===== src/rtl/bram_fifo_ctrl.sv =====
// Single-clock FIFO controller that drives an external synchronous dual-port BRAM
// (writes on port A, reads on port B) and presents a valid/ready stream with a 2-entry output buffer.
`timescale 1ns/1ps
module bram_fifo_ctrl #(
  parameter int DATA_WIDTH = 32,
  parameter int ADDR_WIDTH = 4
) (
  input  logic                  clk,
  input  logic                  rst_n,
  input  logic [DATA_WIDTH-1:0] in_data,
  input  logic                  in_valid,
  output logic                  in_ready,
  output logic [DATA_WIDTH-1:0] out_data,
  output logic                  out_valid,
  input  logic                  out_ready,
  output logic [ADDR_WIDTH:0]   count,
  output logic                  full,
  output logic                  empty,
  output logic                  bram_a_wr,
  output logic [ADDR_WIDTH-1:0] bram_a_addr,
  output logic [DATA_WIDTH-1:0] bram_a_data_in,
  output logic                  bram_b_wr,
  output logic [ADDR_WIDTH-1:0] bram_b_addr,
  input  logic [DATA_WIDTH-1:0] bram_b_data_out
);

  localparam int                DEPTH     = 2 ** ADDR_WIDTH;
  localparam logic [ADDR_WIDTH:0] DEPTH_CNT = (ADDR_WIDTH + 1)'(DEPTH);

  logic [ADDR_WIDTH-1:0] wr_ptr_q, wr_ptr_d;
  logic [ADDR_WIDTH-1:0] rd_ptr_q, rd_ptr_d;
  logic [ADDR_WIDTH:0]   mem_cnt_q, mem_cnt_d;
  logic                  inflight_q, inflight_d;
  logic [1:0]            obuf_cnt_q, obuf_cnt_d;
  logic [DATA_WIDTH-1:0] head_q, head_d;
  logic [DATA_WIDTH-1:0] skid_q, skid_d;

  logic       push;
  logic       pop;
  logic       fetch;
  logic [1:0] obuf_after_pop;
  logic [2:0] pending;

  // mem_cnt only covers words written at earlier edges, so port B never
  // targets the address port A is writing this cycle.
  assign full      = (mem_cnt_q == DEPTH_CNT);
  assign in_ready  = rst_n & ~full;
  assign push      = in_valid & in_ready;
  assign out_valid = (obuf_cnt_q != 2'd0);
  assign pop       = out_valid & out_ready;

  assign obuf_after_pop = obuf_cnt_q - {1'b0, pop};
  assign pending        = {1'b0, obuf_after_pop} + {2'b00, inflight_q};
  assign fetch          = (mem_cnt_q != '0) && (pending < 3'd2);

  assign bram_a_wr      = push;
  assign bram_a_addr    = wr_ptr_q;
  assign bram_a_data_in = in_data;
  assign bram_b_wr      = 1'b0;
  assign bram_b_addr    = rd_ptr_q;

  assign out_data = head_q;
  assign count    = mem_cnt_q
                  + {{ADDR_WIDTH{1'b0}}, inflight_q}
                  + {{(ADDR_WIDTH - 1){1'b0}}, obuf_cnt_q};
  assign empty    = (count == '0);

  always_comb begin
    wr_ptr_d   = wr_ptr_q;
    rd_ptr_d   = rd_ptr_q;
    mem_cnt_d  = mem_cnt_q;
    inflight_d = fetch;
    obuf_cnt_d = pending[1:0];
    head_d     = head_q;
    skid_d     = skid_q;

    if (push) begin
      wr_ptr_d = wr_ptr_q + 1'b1;
    end
    if (fetch) begin
      rd_ptr_d = rd_ptr_q + 1'b1;
    end
    mem_cnt_d = mem_cnt_q + {{ADDR_WIDTH{1'b0}}, push} - {{ADDR_WIDTH{1'b0}}, fetch};

    if (pop && (obuf_cnt_q == 2'd2)) begin
      head_d = skid_q;
    end
    // Returning read data lands in whichever slot is next in line after the pop.
    if (inflight_q) begin
      if (obuf_after_pop == 2'd0) begin
        head_d = bram_b_data_out;
      end else begin
        skid_d = bram_b_data_out;
      end
    end
  end

  always_ff @(posedge clk or negedge rst_n) begin
    if (!rst_n) begin
      wr_ptr_q   <= '0;
      rd_ptr_q   <= '0;
      mem_cnt_q  <= '0;
      inflight_q <= 1'b0;
      obuf_cnt_q <= 2'd0;
      head_q     <= '0;
      skid_q     <= '0;
    end else begin
      wr_ptr_q   <= wr_ptr_d;
      rd_ptr_q   <= rd_ptr_d;
      mem_cnt_q  <= mem_cnt_d;
      inflight_q <= inflight_d;
      obuf_cnt_q <= obuf_cnt_d;
      head_q     <= head_d;
      skid_q     <= skid_d;
    end
  end

endmodule


===== config.mk =====
export PLATFORM = sky130hd
export DESIGN_NAME = bram_fifo_ctrl
export DESIGN_NICKNAME = d
export VERILOG_FILES = /design/src/rtl/bram_fifo_ctrl.sv
export SDC_FILE = /design/constraint.sdc
export NUM_CORES = 1
export LEC_CHECK = 0
export ABC_AREA = 1
export BUFFER_PORTS_ARGS = -buffer_cell sky130_fd_sc_hd__buf_2
export CELL_PAD_IN_SITES_DETAIL_PLACEMENT = 2
export CELL_PAD_IN_SITES_GLOBAL_PLACEMENT = 2
export CORE_UTILIZATION = 28
export CTS_CLUSTER_DIAMETER = 50
export CTS_CLUSTER_SIZE = 16
export DETAILED_ROUTE_END_ITERATION = 10
export GPL_TIMING_DRIVEN = 1
export PLACE_DENSITY_LB_ADDON = 0.1
export SYNTH_ARGS = -nofsm -noshare
export SYNTH_HDL_FRONTEND = slang
export SYNTH_SLANG_ARGS = --single-unit

===== constraint.sdc =====
create_clock -name clk -period 4.7 [get_ports clk]
set_clock_uncertainty 0.1 [all_clocks]
set_input_delay 0.235 -clock clk [delete_from_list [all_inputs] [get_ports clk]]
set_output_delay 0.235 -clock clk [all_outputs]
set_load 0.01 [all_outputs]

==> out/summary.txt, run 1 <==
global-route wire length before repair: 20900 µm
I/O Pins: 151
worst setup path startpoint: obuf_cnt_q[1]$_DFF_PN0_
number of global-route vias before repair: 4049
Worst-Skew Late Latency: 0.34 ns
top library cells by usage in the layout, fill and taps aside: sky130_fd_sc_hd__nand2_1 (184), sky130_fd_sc_hd__buf_2 (84), sky130_fd_sc_hd__dfrtp_1 (79)
average wire per standard cell: 16.3 µm
total global-route track usage: 0.171
TritonCTS clock tree: yes
synthesized netlist cell count: 532
number of post-CTS setup repair buffers: 0
antenna violations before repair: 0
worst setup slack before clock tree synthesis: 1.39 ns
status: finished with violations
remaining global-route overflow: 0
max capacitance violation total: 0
met3 GRT Util: 0.0458
Post-Synth Simple-Gate Area: 0.268
met1 track demand over resource: 0.203
area fraction in compound gates after synthesis: 0.0469
HP Class: input port to flip-flop
number of buffers created by CTS: 9
Antenna Nets Post-Route: 0
violated checks: DRC
maximum ir drop on the vdd rail: 0.000260 V
Clock Sink Count: 80
GRT busiest layer: met2
share of synthesized area occupied by flip-flops and latches: 0.469
clock-pin slew on the worst setup and hold paths: 0.06 ns
pin count of the biggest net entering global routing: 68
DRC viols: 9
clock root buffer: sky130_fd_sc_hd__clkbuf_16
die outline height: 125 µm
post-synthesis mux area share: 0
worst setup path class: flip-flop to flip-flop
effective utilization at floorplan: 0.290
share of layout cells above drive strength 1: 0.187
number of hold-slack violations in the final timing report: 0
routability cong.: 0.689
CP endpoint kind: flip-flop
tightest hold margin: 0.0379 ns
summed negative setup slack over all endpoints: 0 ns
required time worst endpoint: 4.87 ns
Rel. slew slack: 0.439
smallest setup slack after layout: 1.43 ns
hold path start: bram_b_data_out[17]
leading cell type in the layout, fill and taps excluded: sky130_fd_sc_hd__nand2_1
Worst Max-Slew Pin Slew: 0.841 ns
data arrival time of the critical path: 3.44 ns
max-slew violation total from the final report: 0
chip width: 125 µm
RSZ-0062 raised after global routing: false
Site Rows: 44
number of flip-flops and latches in the synthesized netlist: 80
post-DR vias/cell: 4.79
Clock Tree Buf Depth: 2
cell area after placement: 0.00462 mm²
final design instance area without fill: 0.00490 mm²
synth-to-layout area growth: 14.7%
Post-Synth XOR/XNOR Area: 0.0264
share of the clock period used by the worst path: 0.696
power density relative to cell area: 809 mW/mm²
total iterations of the first detailed-routing run: 8
number of buffers inserted by port buffering: 85
total of warnings raised by yosys: 0
arithmetic-cell share of the synthesized area counting full adders, half adders and majority gates: 0.0522
maximum clock frequency: 0.306 GHz
half-perimeter wire length after detailed placement: 7880 µm
DRC violation total after the first TritonRoute iteration: 85
wirelength, routed: 12400 µm
largest family of logic cells by synthesized area: simple AND/OR/NAND/NOR gates
leakage power summed over all cells: 0.00269 µW
net count of the mapped netlist: 616
met2 global-route usage: 0.304
Max Fanout on Critical Path: 6
depth of the CTS H-tree: 3
area of the core region: 0.0147 mm²
post-synth cell types: 23
Synth Cell Area: 0.00427 mm²
beginning of the worst register-to-register path: obuf_cnt_q[1]$_DFF_PN0_
die area: 0.0157 mm²
vias post-DR: 3645
Final Net Count: 657
Min Clock Period, post-route: 3.27 ns
Post-Synthesis Mean Instance Area: 8.02 µm²
number of inserted diodes: 0
crit start category: flip-flop
number of failing setup endpoints in the final timing report: 0
-- final cells by class --
class,instances,area (µm²)
Timing Repair Buffer,92,483
Tap cell,184,230
Inverter,56,210
Sequential cell,80,2000
Multi-Input combinational cell,334,1700
Clock buffer,15,268
Fill cell,1694,9800
-- registers in the layout, indices dropped and copies added (netlist names) --
signal       flops
bram_a_addr      4
bram_b_addr      4
inflight_q       1
mem_cnt_q        5
obuf_cnt_q       2
out_data        32
skid_q          32
-- timing repair --
item,in CTS,in global routing
hold buffers,1,0
gates resized for setup,0,0
endpoints found under the hold margin,35,0
endpoints found under the setup margin,0,0
-- report_power, final --
| group | leakage (µW) | switching, µW | internal, µW |
|---|---|---|---|
| Sequential | 0.000995 | 225 | 1030 |
| Combinational | 0.00157 | 1340 | 702 |
| Clock | 0.000130 | 276 | 385 |
-- critical path, cell delays in order, from the launching register on --
cell and delay (ns):
sky130_fd_sc_hd__dfrtp_1 0.50, sky130_fd_sc_hd__o21a_1 0.22, sky130_fd_sc_hd__ha_1 0.29, sky130_fd_sc_hd__inv_1 0.06, sky130_fd_sc_hd__ha_1 0.14, sky130_fd_sc_hd__inv_1 0.05
sky130_fd_sc_hd__ha_1 0.18, sky130_fd_sc_hd__nand2_1 0.19, sky130_fd_sc_hd__inv_1 0.12, sky130_fd_sc_hd__ha_1 0.28, sky130_fd_sc_hd__inv_1 0.06, sky130_fd_sc_hd__ha_1 0.16
sky130_fd_sc_hd__inv_1 0.06, sky130_fd_sc_hd__fa_1 0.39, sky130_fd_sc_hd__nand3b_1 0.17, sky130_fd_sc_hd__nand2_1 0.08, sky130_fd_sc_hd__xor2_1 0.14
-- layer usage --
layer | up-vias | share of wire
li1 | 1737 | -
met1 | 1803 | 0.44
met2 | 82 | 0.50
met3 | 23 | 0.048
met4 | 0 | 0.013
met5 | - | 0
-- cell usage after synthesis --
cell                         n  area [µm²]
sky130_fd_sc_hd__nand2_1   184         691
sky130_fd_sc_hd__dfrtp_1    80        2000
sky130_fd_sc_hd__inv_1      56         210
sky130_fd_sc_hd__nand3_1    42         210
sky130_fd_sc_hd__buf_4      36         270
sky130_fd_sc_hd__o21ai_0    35         175
sky130_fd_sc_hd__nand4_1    33         206
sky130_fd_sc_hd__clkbuf_1   19        71.3
sky130_fd_sc_hd__ha_1       13         163
sky130_fd_sc_hd__xnor2_1     8        70.1
sky130_fd_sc_hd__buf_2       6        30.0
sky130_fd_sc_hd__nor2_1      4        15.0
sky130_fd_sc_hd__fa_1        3        60.1
sky130_fd_sc_hd__xor2_1      3        26.3
sky130_fd_sc_hd__a21oi_1     2        10.0
sky130_fd_sc_hd__buf_1       1        3.75
sky130_fd_sc_hd__conb_1      1        3.75
sky130_fd_sc_hd__nand2_2     1        6.26
sky130_fd_sc_hd__nand3b_1    1        7.51
sky130_fd_sc_hd__o211ai_1    1        7.51
sky130_fd_sc_hd__o21a_1      1        7.51
sky130_fd_sc_hd__or2_2       1        6.26
sky130_fd_sc_hd__xnor2_2     1        16.3
-- cells by family (layout without fill, tap and decap cells) --
logic type,count (synthesis),count (layout)
and+or+nand+nor,266,266
buffers and inverters,118,163
DFF,80,80
AOI/OAI and AO/OA,39,39
adders and majority gates,16,16
xor gates and xnor gates,12,12
other,1,1
-- through the flow --
step	total power, µW	cells	utilization
global placement	3290	745	0.314
floorplan	2650	532	-
detailed placement	3380	745	0.314
finish	3960	761	0.333
global route	4370	761	0.333
CTS	4080	761	0.333
-- worst paths after layout --
check | endpoint | slack, ns | cells past startpoint
worst max-delay path | mem_cnt_q[4]$_DFF_PN0_ | 1.43 | 16
worst min-delay path | skid_q[17]$_DFFE_PN0P_ | 0.04 | 3
worst max register to register | mem_cnt_q[4]$_DFF_PN0_ | 1.43 | 16
worst min register to register | skid_q[9]$_DFFE_PN0P_ | 0.37 | 2
max in group asynchronous | skid_q[22]$_DFFE_PN0P_ | 3.17 | 3
min in group asynchronous | out_data[8]$_DFF_PN0_ | 0.32 | 2
No activity file was read; power rests on OpenSTA's default activity.
==> run 2, diff against run 1 <==
--- a/config.mk
+++ b/config.mk
@@ -9,7 +9,7 @@
 export BUFFER_PORTS_ARGS = -buffer_cell sky130_fd_sc_hd__buf_2
 export CELL_PAD_IN_SITES_DETAIL_PLACEMENT = 2
 export CELL_PAD_IN_SITES_GLOBAL_PLACEMENT = 2
-export CORE_UTILIZATION = 28
+export CORE_UTILIZATION = 25
 export CTS_CLUSTER_DIAMETER = 50
 export CTS_CLUSTER_SIZE = 16
 export DETAILED_ROUTE_END_ITERATION = 10
==> constraint.sdc (replaced) <==
create_clock -name clk -period 3 [get_ports clk]
set_clock_uncertainty 0.1 [all_clocks]
set_input_delay 0.15 -clock clk [delete_from_list [all_inputs] [get_ports clk]]
set_output_delay 0.15 -clock clk [all_outputs]
set_load 0.01 [all_outputs]
==> out/summary.txt, run 2 (synthesis results as in run 1) <==
worst setup path class: flip-flop to flip-flop
Worst Max-Slew Pin Slew: 0.769 ns (-0.0715 ns)
end of the worst register-to-register path: mem_cnt_q[4]$_DFF_PN0_
Clock Tree Buf Depth: 2 (unchanged)
number of hold-slack violations in the final timing report: 0 (unchanged)
global-route wire length before repair: 21700 µm (+3.8%)
data arrival time of the critical path: 2.99 ns (-0.45 ns)
Clock Sink Count: 80 (unchanged)
wirelength, routed: 13100 µm (+5.0%)
I/O Pins: 151 (unchanged)
pin count of the biggest net entering global routing: 67 (-1.5%)
multi-input gate area in the final layout: 0.00175 mm² (+2.5%)
share of layout cells above drive strength 1: 0.204 (+0.0167)
depth of the CTS H-tree: 3 (unchanged)
leakage power summed over all cells: 0.00284 µW (+5.6%)
Resize count post-CTS: 0 (unchanged)
Total Power: 6390 µW (+61%)
top library cells by usage in the layout, fill and taps aside: sky130_fd_sc_hd__nand2_1 (182), sky130_fd_sc_hd__buf_2 (84), sky130_fd_sc_hd__dfrtp_1 (78)
HP Class: input port to flip-flop
Site Rows: 47 (+6.8%)
summed negative setup slack over all endpoints: 0 ns (unchanged)
maximum clock frequency: 0.353 GHz (+16%)
total iterations of the first detailed-routing run: 4 (-4)
Endpoint, Worst Hold: bram_a_addr[0]$_DFFE_PN0N_
clock-pin slew on the worst setup and hold paths: 0.06 ns (about the same)
hold path depth: 3 (unchanged)
status: finished clean
total global-route track usage: 0.159 (-0.0121)
number of failing setup endpoints in the final timing report: 0 (unchanged)
worst stage delay on the critical path: 0.40 ns (-0.10 ns)
Crit path max-delay family: adder cells
DRC viols: 0 (-9)
share of the clock period used by the worst path: 0.944 (+0.248)
number of buffers inserted by port buffering: 85 (unchanged)
RSZ-0062 raised after global routing: false
beginning of the worst register-to-register path: obuf_cnt_q[1]$_DFF_PN0_
max capacitance violation total: 0 (unchanged)
DRC violation total after the first TritonRoute iteration: 129 (+52%)
die outline height: 133 µm (+5.7%)
routability cong.: 0.732 (+6.2%)
Final Net Count: 694 (+5.6%)
critical path cell sequence: o21a_1 -> ha_2 -> inv_2 -> ha_1 -> inv_1 -> ha_2 -> nand2_4 -> inv_4 -> ha_4 -> inv_2 -> ha_4 -> inv_2 -> fa_2 -> nand3b_1 -> nand2_1 -> xor2_1
number of buffers created by CTS: 9 (unchanged)
power density relative to cell area: 1200 mW/mm² (+48%)
CP endpoint kind: flip-flop
effective utilization at floorplan: 0.257 (-0.0339)
required time worst endpoint: 3.16 ns (-1.71 ns)
leading cell type in the layout, fill and taps excluded: sky130_fd_sc_hd__nand2_1
Worst-Skew Late Latency: 0.34 ns (about the same)
average wire per standard cell: 15.7 µm (-4.0%)
Min Clock Period, post-route: 2.83 ns (-0.440 ns)
number of inserted diodes: 0 (unchanged)
die area: 0.0176 mm² (+12%)
fill cell total of the finished layout: 1904 (+12%)
crit start category: flip-flop
hold path start: in_valid
vias post-DR: 3785 (+3.8%)
max-slew violation total from the final report: 0 (unchanged)
half-perimeter wire length after detailed placement: 8320 µm (+5.5%)
remaining global-route overflow: 0 (unchanged)
maximum ir drop on the vdd rail: 0.000403 V (+55%)
Max Fanout on Critical Path: 6 (unchanged)
cells on worst reg2reg path: 16 (unchanged)
Antenna Nets Post-Route: 0 (unchanged)
Most Frequent Cell on Critical Path: sky130_fd_sc_hd__inv_2
setup slack of the most critical reg-to-reg path: 0.17 ns (-1.26 ns)
combined flip-flop and latch cell area: 0.00200 mm² (about the same)
chip width: 133 µm (+5.7%)
clock root buffer: sky130_fd_sc_hd__clkbuf_16
synth-to-layout area growth: 25.2%
post-DR vias/cell: 4.54 (-5.1%)
master of the slowest instance on the critical path: sky130_fd_sc_hd__dfrtp_2
antenna violations before repair: 0 (unchanged)
Rel. slew slack: 0.487 (+0.0483)
area of the core region: 0.0166 mm² (+13%)
Buf+Inv Stages, Crit Path: 5 (unchanged)
TritonCTS clock tree: yes
number of global-route vias before repair: 4163 (+2.8%)
## run 2: repair_timing
| action | 4_1_cts | 5_1_grt |
|---|---|---|
| buffers inserted | 0 | 0 |
| endpoints found under the hold margin | 95 | 0 |
| hold buffers | 33 | 0 |
## run 2: how the worst max path moves through the flow
stage          cells past startpoint                    start                     end  slack, ns
2_1_floorplan                     18  obuf_cnt_q[1]$_DFF_PN0_  mem_cnt_q[4]$_DFF_PN0_      0.001
3_3_place_gp                      16  obuf_cnt_q[1]$_DFF_PN0_  mem_cnt_q[4]$_DFF_PN0_       0.22
3_5_place_dp                      16  obuf_cnt_q[1]$_DFF_PN0_  mem_cnt_q[4]$_DFF_PN0_       0.16
4_1_cts                           16  obuf_cnt_q[1]$_DFF_PN0_  mem_cnt_q[4]$_DFF_PN0_       0.13
5_1_grt                           16  obuf_cnt_q[1]$_DFF_PN0_  mem_cnt_q[4]$_DFF_PN0_      0.004
6_report                          16  obuf_cnt_q[1]$_DFF_PN0_  mem_cnt_q[4]$_DFF_PN0_       0.17
## run 2: layout make-up
class                   instances  area share
multi-input cells             334       0.326
clock buffers                  13      0.0468
clock inverters                 1    0.000936
inverters                      56      0.0398
flip-flops and latches         80       0.375
repair buffers                129       0.160
well taps                     220      0.0515
## run 2: through the flow
stage / hold slack, ns / area, µm² / cells / utilization / worst slack [ns]
3_3_place_gp: 0.200 / 4760 / 786 / 0.286 / 0.218
6_report: 0.0187 / 5350 / 833 / 0.321 / 0.169
2_1_floorplan: -0.246 / 4330 / 532 / - / 0.00125
5_1_grt: 0.0350 / 5350 / 833 / 0.321 / 0.00402
4_1_cts: 0.0136 / 5350 / 833 / 0.321 / 0.129
3_5_place_dp: 0.200 / 4760 / 786 / 0.286 / 0.159
## run 2: per-layer routing
| metal | track usage | wire (µm) |
|---|---|---|
| met5 | 0 | 0 |
| met1 | 0.192 | 5790 |
| met4 | 0.0677 | 230 |
| met3 | 0.0257 | 442 |
| met2 | 0.279 | 6590 |
## run 2: worst reg2reg max path, cell delays in order (launching register included)
cell	delay, ns
sky130_fd_sc_hd__dfrtp_2	0.40
sky130_fd_sc_hd__o21a_1	0.19
sky130_fd_sc_hd__ha_2	0.33
sky130_fd_sc_hd__inv_2	0.03
sky130_fd_sc_hd__ha_1	0.16
sky130_fd_sc_hd__inv_1	0.06
sky130_fd_sc_hd__ha_2	0.18
sky130_fd_sc_hd__nand2_4	0.08
sky130_fd_sc_hd__inv_4	0.08
sky130_fd_sc_hd__ha_4	0.19
sky130_fd_sc_hd__inv_2	0.06
sky130_fd_sc_hd__ha_4	0.12
sky130_fd_sc_hd__inv_2	0.04
sky130_fd_sc_hd__fa_2	0.36
sky130_fd_sc_hd__nand3b_1	0.16
sky130_fd_sc_hd__nand2_1	0.08
sky130_fd_sc_hd__xor2_1	0.14
## run 2: power by group
group          leakage, µW  internal [µW]  total, µW  switching (µW)
registers         0.000994           1620       1950             334
clock network     0.000126            574       1010             432
logic              0.00172           1230       3430            2200
total              0.00284           3430       6390            2970
==> run 3, diff against run 2 <==
--- a/config.mk
+++ b/config.mk
@@ -13,7 +13,7 @@
 export CTS_CLUSTER_DIAMETER = 50
 export CTS_CLUSTER_SIZE = 16
 export DETAILED_ROUTE_END_ITERATION = 10
-export GPL_TIMING_DRIVEN = 1
+export GPL_TIMING_DRIVEN = 0
 export PLACE_DENSITY_LB_ADDON = 0.1
 export SYNTH_ARGS = -nofsm -noshare
 export SYNTH_HDL_FRONTEND = slang
==> out/summary.txt, run 3 (synthesis results as in run 1) <==
max-slew violation total from the final report: 0 (unchanged)
chip width: 133 µm (unchanged)
Antenna Nets Post-Route: 0 (unchanged)
status: finished clean
beginning of the worst register-to-register path: obuf_cnt_q[0]$_DFF_PN0_
die area: 0.0176 mm² (unchanged)
Clock Tree Buf Depth: 2 (unchanged)
share of the clock period used by the worst path: 0.952 (+0.00860)
switching power summed over all nets: 3140 µW (+5.8%)
Max Fanout on Critical Path: 3 (-3)
number of hold-slack violations in the final timing report: 0 (unchanged)
Buf+Inv Stages, Crit Path: 6 (+1)
I/O Pins: 151 (unchanged)
switching share of total power: 0.457 (-0.00722)
die outline height: 133 µm (unchanged)
post-route insts no fill: 928 (+11%)
top library cells by usage in the layout, fill and taps aside: sky130_fd_sc_hd__nand2_1 (183), sky130_fd_sc_hd__buf_2 (122), sky130_fd_sc_hd__dfrtp_1 (78)
synth-to-layout area growth: 39.5%
area of the core region: 0.0166 mm² (unchanged)
maximum ir drop on the vdd rail: 0.000403 V (-0.11%)
max capacitance violation total: 0 (unchanged)
global-route wire length before repair: 23500 µm (+8.2%)
power density relative to cell area: 1150 mW/mm² (-3.5%)
worst setup path class: flip-flop to flip-flop
tightest hold margin: 0.153 ns (+0.134 ns)
Clock Sink Count: 80 (unchanged)
average wire per standard cell: 15.6 µm (-0.58%)
sequential cell fraction of total power: 0.287 (-0.019)
Worst-Skew Late Latency: 0.34 ns (about the same)
vias post-DR: 4123 (+8.9%)
total iterations of the first detailed-routing run: 4 (unchanged)
maximum clock frequency: 0.350 GHz (-0.90%)
effective utilization at floorplan: 0.257 (unchanged)
leading cell type in the layout, fill and taps excluded: sky130_fd_sc_hd__nand2_1
cell-internal power: 3730 µW (+8.9%)
routability cong.: 0.713 (-2.5%)
remaining global-route overflow: 0 (unchanged)
Crit path max-delay family: adder cells
number of global-route vias before repair: 4580 (+10%)
CP endpoint kind: flip-flop
Site Rows: 47 (unchanged)
Final Net Count: 786 (+13%)
DRC viols: 0 (unchanged)
half-perimeter wire length after detailed placement: 9860 µm (+19%)
TritonCTS clock tree: yes
pin count of the biggest net entering global routing: 64 (-4.5%)
required time worst endpoint: 3.17 ns (about the same)
critical path cell sequence: o21a_1 -> ha_4 -> clkbuf_16 -> inv_2 -> ha_2 -> inv_1 -> ha_2 -> nand2_4 -> inv_4 -> ha_4 -> inv_2 -> ha_4 -> inv_2 -> fa_2 -> nand3b_1 -> nand2_1 -> xor2_1
number of buffers created by CTS: 9 (unchanged)
part of the power in combinational logic: 0.553 (+0.016)
crit start category: flip-flop
post-DR vias/cell: 4.44 (-2.2%)
RSZ-0062 raised after global routing: false
share of layout cells above drive strength 1: 0.287 (+0.0832)
clock-pin slew on the worst setup and hold paths: 0.06 ns (about the same)
DRC violation total after the first TritonRoute iteration: 114 (-12%)
leakage power summed over all cells: 0.00321 µW (+13%)
worst stage delay on the critical path: 0.39 ns (about the same)
wirelength, routed: 14500 µm (+11%)
placed instance count: 870 (+11%)
Min Clock Period, post-route: 2.86 ns (+0.0258 ns)
HP Class: input port to async pin
depth of the CTS H-tree: 3 (unchanged)
clock share of power: 0.160 (+0.003)
clock root buffer: sky130_fd_sc_hd__clkbuf_16
total global-route track usage: 0.172 (+0.0128)
number of failing setup endpoints in the final timing report: 0 (unchanged)
antenna violations before repair: 1 (+1)
number of buffers inserted by port buffering: 117 (+38%)
Worst Max-Slew Pin Slew: 0.608 ns (-0.162 ns)
master of the slowest instance on the critical path: sky130_fd_sc_hd__dfrtp_1
Rel. slew slack: 0.595 (+0.108)
worst setup path startpoint: obuf_cnt_q[0]$_DFF_PN0_
data arrival time of the critical path: 3.03 ns (+0.04 ns)
==> run 3: cell count changes in the layout (fill, tap and decap cells not counted), moves of 2 or more <==
cell / previous run / this run
sky130_fd_sc_hd__buf_2: 84 / 122
sky130_fd_sc_hd__buf_4: 11 / 47
sky130_fd_sc_hd__clkbuf_1: 3 / 16
sky130_fd_sc_hd__clkinv_2: 1 / 3
sky130_fd_sc_hd__clkinvlp_4: 0 / 2
sky130_fd_sc_hd__nand3_1: 40 / 42
sky130_fd_sc_hd__nand3_2: 2 / 0
==> run 3: final timing paths <==
check                      slack (ns)                      end  cells past startpoint
hold / removal                   0.15    out_data[7]$_DFF_PN0_                      2
min in group clk                 0.37    skid_q[6]$_DFFE_PN0P_                      2
max in group asynchronous        1.98  obuf_cnt_q[1]$_DFF_PN0_                      3
setup reg to reg                 0.14   mem_cnt_q[4]$_DFF_PN0_                     17
hold reg to reg                  0.37    skid_q[6]$_DFFE_PN0P_                      2
setup / recovery                 0.14   mem_cnt_q[4]$_DFF_PN0_                     17
==> run 3: worst reg2reg max path: cells and delay by family, from the launching register on <==
family,cells,cell delay (ns)
flip-flops,1,0.39
XOR/XNOR,1,0.14
AND/OR/NAND/NOR,3,0.29
AO/OA/AOI/OAI,1,0.23
buffers and inverters,6,0.37
adder cells (fa/ha/maj),6,1.26
==> run 3: cell type report <==
cell class              count  area, µm²
fillers                  1944      10700
flip-flops and latches     80       2000
multi-input cells         334       1750
repair buffers            161       1020
plain buffers              60        403
well taps                 220        275
clock buffers              10        229
inverters                  56        213
clock inverters             6       60.1
diodes                      1       2.50
==> run 3: what timing repair did <==
item,in CTS,in global routing
endpoints found under the hold margin,145,0
pin swaps,2,3
gates resized for setup,9,3
endpoints found under the setup margin,9,2
hold buffers,34,0
buffers inserted,3,6
==> run 3: routing by layer <==
| metal | up-vias | GRT usage | wire length [µm] |
|---|---|---|---|
| met3 | 15 | 0.0249 | 514 |
| met5 | - | 0 | 0 |
| met2 | 115 | 0.315 | 7460 |
| met1 | 1999 | 0.200 | 6200 |
| li1 | 1994 | - | - |
| met4 | 0 | 0.0690 | 275 |
==> run 3: stage by stage <==
step	util	setup TNS [ns]	worst slack, ns	total power, µW	cell area (µm²)
after global placement	0.312	-1.42	-0.542	5430	5190
after detailed placement	0.314	-0.931	-0.391	5640	5220
after global routing	0.358	0	0.000391	7530	5960
final	0.358	0	0.143	6870	5960
after floorplan	-	0	0.00125	4280	4330
after CTS	0.355	0	0.00455	6950	5910
==> run 3: power groups by stage <==
stage	Combinational [µW]	Sequential [µW]	Clock (µW)
after floorplan	2250	2030	0
after detailed placement	3640	2000	0
after CTS	3820	1980	1150
final	3800	1970	1100
after global routing	4320	2030	1180
after global placement	3450	1980	0
